### src/rtl/counter_pkg.sv
`default_nettype none
// ---------------------------------------------------------------------------
// counter_pkg : shared mode/direction encodings for mod_counter
// Revision    : 1.0
// ---------------------------------------------------------------------------
package counter_pkg;

   typedef enum logic {MODE_WRAP, MODE_ONESHOT} cnt_mode_e;
   typedef enum logic {DIR_UP, DIR_DOWN} cnt_dir_e;

endpackage : counter_pkg
`default_nettype wire

### src/rtl/mod_counter.sv
`default_nettype none
// ---------------------------------------------------------------------------
// mod_counter : programmable modulus up/down counter, wrap or one-shot
// Revision    : 1.0
// ---------------------------------------------------------------------------
module mod_counter
   import counter_pkg::*;
#(
   parameter int unsigned      WIDTH       = 8,
   parameter longint unsigned  DEFAULT_MAX = (64'd1 << WIDTH) - 64'd1
) (
   input  logic             clk,
   input  logic             rst_n,
   input  logic             en,
   input  logic             clr,
   input  logic             load,
   input  logic [WIDTH-1:0] load_value,
   input  logic [WIDTH-1:0] max_value,
   input  logic             mode,
   input  logic             dir,
   output logic [WIDTH-1:0] value,
   output logic             tc,
   output logic             done
);

   localparam logic [WIDTH-1:0] DEF_MAX = DEFAULT_MAX[WIDTH-1:0];

   if (WIDTH < 1) begin : g_bad_width
      $error("mod_counter: WIDTH must be at least 1");
   end
   if (WIDTH < 64) begin : g_max_check
      if (DEFAULT_MAX >= (64'd1 << WIDTH)) begin : g_bad_default_max
         $error("mod_counter: DEFAULT_MAX does not fit in WIDTH bits");
      end
   end

   cnt_mode_e        mode_e;
   cnt_dir_e         dir_e;
   logic [WIDTH-1:0] max_q;
   logic [WIDTH-1:0] value_d;
   logic [WIDTH-1:0] max_d;
   logic             tc_d;
   logic             done_d;
   logic             term;

   assign mode_e = cnt_mode_e'(mode);
   assign dir_e  = cnt_dir_e'(dir);
   // ">=" rather than "==" so a load above the modulus still terminates
   assign term   = (dir_e == DIR_UP) ? (value >= max_q) : (value == '0);

   always_comb begin
      value_d = value;
      max_d   = max_q;
      tc_d    = 1'b0;
      done_d  = done;
      if (clr) begin
         value_d = '0;
         done_d  = 1'b0;
         max_d   = max_value;
      end else if (load) begin
         value_d = load_value;
         done_d  = 1'b0;
         max_d   = max_value;
      end else if (en && !done) begin
         if (term) begin
            tc_d = 1'b1;
            if (mode_e == MODE_ONESHOT) begin
               done_d = 1'b1;
            end else begin
               value_d = (dir_e == DIR_UP) ? '0 : max_value;
               max_d   = max_value;
            end
         end else begin
            value_d = (dir_e == DIR_UP) ? value + WIDTH'(1) : value - WIDTH'(1);
         end
      end
   end

   always_ff @(posedge clk) begin
      if (!rst_n) begin
         value <= '0;
         tc    <= 1'b0;
         done  <= 1'b0;
         max_q <= DEF_MAX;
      end else begin
         value <= value_d;
         tc    <= tc_d;
         done  <= done_d;
         max_q <= max_d;
      end
   end

endmodule : mod_counter
`default_nettype wire

### config.mk
export PLATFORM = sky130hd
export DESIGN_NAME = mod_counter
export DESIGN_NICKNAME = d
export VERILOG_FILES = /design/src/rtl/counter_pkg.sv /design/src/rtl/mod_counter.sv
export SDC_FILE = /design/constraint.sdc
export NUM_CORES = 1
export LEC_CHECK = 0
export ABC_AREA = 0
export BUFFER_PORTS_ARGS = -buffer_cell sky130_fd_sc_hd__buf_2
export CORE_MARGIN = 2
export CORE_UTILIZATION = 53
export DETAILED_ROUTE_END_ITERATION = 8
export PLACE_DENSITY = 0.85
export SYNTH_ARGS = -nofsm -noshare
export SYNTH_HDL_FRONTEND = slang
export SYNTH_SLANG_ARGS = --single-unit
### constraint.sdc
create_clock -name clk -period 2.98 [get_ports clk]
set_input_delay 0.298 -clock clk [delete_from_list [all_inputs] [get_ports clk]]
set_output_delay 0.298 -clock clk [all_outputs]
set_load 0.05 [all_outputs]
; ---- After elaboration in Yosys (flattened, before gate mapping)
; Index checks and enable logic that the tools add are counted.
[op_classes]
addsub = 2
magnitude_cmp = 1
eq_ne = 2
mux = 13
bitwise = 2
reduce_logical = 12
[ops]
columns = op, count
row1 = $mux W8, 11
row2 = $add A8 B1 Y8 const B, 1
row3 = $ge A8 B8 Y1, 1
row4 = $logic_not A8 Y1, 1
row5 = $sub A8 B1 Y8 const B, 1
row6 = $ne A3 B3 Y1 const B, 2
row7 = $reduce_and A3 Y1, 2
row8 = $reduce_bool A3 Y1, 2
row9 = $reduce_or A4 Y1, 1
row10 = $reduce_or A3 Y1, 1
row11 = $mux W1, 2
row12 = $not A1 Y1, 2
row13 = $reduce_and A2 Y1, 1
row14 = $reduce_bool A2 Y1, 1
row15 = $reduce_or A2 Y1, 1
row16 = $logic_and A1 B1 Y1, 1
row17 = $logic_not A1 Y1, 1
[word_totals]
regBits = 18
out_inout_bits = 10
word_cells = 36

; ---- Logic depth before layout (Yosys ltp)
[depth]
ltp_word = 6
mapped_depth = 9
ltp_nobuf = 8

; ---- Least setup slack after synthesis
; Ideal clock, no wire load.
[synth_timing]
path_kind = register -> register
startpoint = reg value[6]
endpoint = reg max_q[0]
arrival_ps = 2427
slack_ps = 481
stages_incl_launch_ff = 8
path_buffers = 0
period_less_slack_ps = 2499
cell_sequence = dfxtp_1 -> ha_1 -> and3_4 -> a221oi_2 -> o22ai_2 -> nand2b_4 -> a211oi_4 -> mux2i_1
[synth_between]
elab_chain_len = 4
[synth_lines]
columns = item, line_no
row1 = start: declaration, mod_counter.sv:21  ; output logic [WIDTH-1:0] value,
row2 = start signal: assignment, mod_counter.sv:86  ; value <= value_d;
row3 = $ge A8 B8 Y1 or $logic_not A8 Y1 (tied branches), mod_counter.sv:49  ; assign term = (dir_e == DIR_UP) ? (value >= max_q) : (value == '0);
row4 = $mux W1 *, mod_counter.sv:49
row5 = $reduce_bool A3 Y1 (no line) *, n/a
row6 = $reduce_and A3 Y1 (no line) *, n/a
row7 = end signal: assignment, mod_counter.sv:89  ; max_q <= max_d;
row8 = end: declaration, mod_counter.sv:39  ; logic [WIDTH-1:0] max_q;
; Every way passes the cells marked *; elsewhere a longest branch is shown, timed or not.
; A chain may end at the register's enable or synchronous reset.

; ---- Worst setup path in the final report
[layout_timing]
startpoint = reg value[6]
endpoint = reg max_q[3]
; The elaborated chain is that of the path after synthesis.

==> flow_summary.json <==
{
  "gr-max-usage-layer": "met2",
  "dp_hpwl_mm": 3.04,
  "cts.path.max_buffers": 2,
  "critPathRequiredTime_ns": 3.22,
  "fillers": 224,
  "ys_seq_area_frac": 0.252,
  "clock_latency_ns": 0.31,
  "place_area_um2": 1610,
  "hold_viol": 0,
  "num_antenna_cells": 0,
  "cts_resized": 0,
  "synth_edf_count": 0,
  "final_util": 0.654,
  "dp_cells": 226,
  "h-tree-depth": 1,
  "fin_cells": 230,
  "drive_gt1_frac": 0.220,
  "r2r_setup_slack_ns": 0.43,
  "gp_congestion": 0.881,
  "path_max_fanout": 12,
  "ctsHoldBuffers": 0,
  "hp-class": "in -> reg",
  "fin_crit_ns": 2.55,
  "maxCapViolCount": 0,
  "power_density_nw_per_um2": 405,
  "synth_area_um2": 1430,
  "post-place-ws_ns": 0.478,
  "yosysUniqueCellTypes": 45,
  "syn-num-nets": 207,
  "peakVddDrop_mv": 0.427,
  "fin_setup_tns_ns": 0,
  "drc": 0,
  "track_usage": 0.252,
  "path_class": "reg -> reg",
  "die_h_um": 56.0,
  "setup_slack_ns": 0.433,
  "initial_utilization": 0.568,
  "nNetsFinal": 239,
  "crit_path_end_kind": "flop",
  "die-area_um2": 3130,
  "via_per_inst": 6.37,
  "grt_pass1_wl_mm": 6.29,
  "grt_max_degree": 18,
  "routed_wl_mm": 3.89,
  "ios": 33,
  "rsz0062_at_grt": "no",
  "tightest_slew_ns": 0.814,
  "critical_path_arrival_ns": 2.79,
  "gr-usage-met3": 0.0605,
  "regArea_um2": 360,
  "first_pass_iters": 4,
  "synthCells": 169,
  "wl_per_cell_um": 16.9,
  "max_slew_margin": 0.456,
  "grt_antenna_before_repair": 0,
  "met2_usage": 0.466,
  "fmax_mhz": 393,
  "clkSinkCount": 18,
  "finalInstanceArea_um2": 1650,
  "total_power_mw": 0.669,
  "cts_buffers": 3,
  "hold_slack_ns": 0.260,
  "syn2layout_area_growth_pct": 15.1,
  "skew_ns": 0.00735,
  "drtIter0Drc": 63,
  "slew_violations": 0,
  "met1_usage": 0.283,
  "multiInputGateArea_um2": 998,
  "ys_warn_count": 0,
  "vias": 1465,
  "outcome": "complete, no violations",
  "cts.reportedPaths.clkPinSlew_ns": 0.12,
  "leakage_nw": 0.801,
  "rows": 18,
  "setup_violations": 0,
  "fp.dieW_um": 56.0,
  "cp-start-kind": "flop",
  "port_buffers": 32,
  "cts_tree": "done",
  "cts_setup_buffers": 0,
  "ys_ff_latch": 18,
  "final_cell_mix": "32 x buf_2, 20 x nor2b_1, 18 x dfxtp_1",
  "grt_pass1_vias": 1444,
  "core_um2": 2520,
  "period_share": 0.855,
  "synth_flop_cell": "dfxtp_1",
  "clock-root-buffer": "clkbuf_4",
  "antenna_left": 0,
  "async_flop_share": 0,
  "overflow": 0,
  "final_common_cell": "buf_2",
  "synth.avg_cell_area_um2": 8.48
}
==> power by group <==
part / leakage (nW) / internal (mW) / switching (mW) / total [mW]
Combinational: 0.631 / 0.0919 / 0.142 / 0.234
Sequential: 0.149 / 0.256 / 0.0172 / 0.273
Clock: 0.0210 / 0.0747 / 0.0868 / 0.161
Total: 0.801 / 0.423 / 0.246 / 0.669
==> cells in the mapped netlist, types with 2 or more instances <==
cell / count / area, µm²
a211oi_1: 2 / 15.0
a21o_1: 2 / 15.0
a21oi_1: 11 / 55.1
a31oi_1: 3 / 18.8
and3_1: 5 / 31.3
buf_2: 2 / 10.0
clkbuf_1: 4 / 15.0
dfxtp_1: 18 / 360
ha_1: 14 / 175
inv_1: 13 / 48.8
mux2i_1: 8 / 80.1
nand2_1: 2 / 7.51
nand3_1: 3 / 15.0
nand4_1: 2 / 12.5
nor2_1: 13 / 48.8
nor2b_1: 20 / 125
nor3_1: 2 / 10.0
nor3b_1: 2 / 15.0
o211ai_1: 3 / 22.5
o21a_1: 3 / 22.5
o21ai_0: 7 / 35.0
o221ai_1: 3 / 26.3
o22ai_1: 2 / 12.5
o311a_1: 2 / 20.0
or4_1: 2 / 15.0
xor2_1: 2 / 17.5
==> state kept, by name, summed over array words and instances (netlist names) <==
register / cells
max_q: 8
value: 8
done: 1
tc: 1
==> area by class of cell <==
type                       instances  area share
multi-input combinational        132       0.605
sequential                        18       0.219
tap                               30      0.0228
timing repair buffer              33       0.102
clock buffer                       4      0.0220
inverter                          13      0.0296
==> path summary, 6_finish.rpt <==
| path | end | startpoint | depth (start not counted) |
|---|---|---|---|
| hold / removal | max_q[1] | max_value[1] | 3 |
| setup / recovery | max_q[3] | value[6] | 7 |
| hold reg to reg | max_q[1] | max_q[1] | 2 |
| setup reg to reg | max_q[3] | value[6] | 7 |
==> worst max-delay path, stage by stage, from the launching register on <==
cell and delay (ns):
dfxtp_1 0.46, ha_1 0.29, and3_4 0.20, a221oi_2 0.29, o22ai_2 0.18, nand2b_4 0.25, a211oi_4 0.56, mux2i_1 0.25
==> metal layers <==
metal / vias up / share of wire / routed length [µm]
li1: 685 / - / -
met1: 695 / 0.41 / 1590
met2: 75 / 0.51 / 1970
met3: 10 / 0.072 / 279
met4: 0 / 0.013 / 49
met5: - / 0 / 0
==> cells by family after synthesis <==
| logic type | count (synthesis) | synth area share |
|---|---|---|
| AOI/OAI and AO/OA | 49 | 0.253 |
| xor gates and xnor gates | 3 | 0.0183 |
| adders and majority gates | 15 | 0.136 |
| buffers and inverters | 19 | 0.0515 |
| DFF | 18 | 0.252 |
| muxes | 8 | 0.0559 |
| and+or+nand+nor | 57 | 0.233 |
Note: power is estimated with default switching activity, not from simulation.
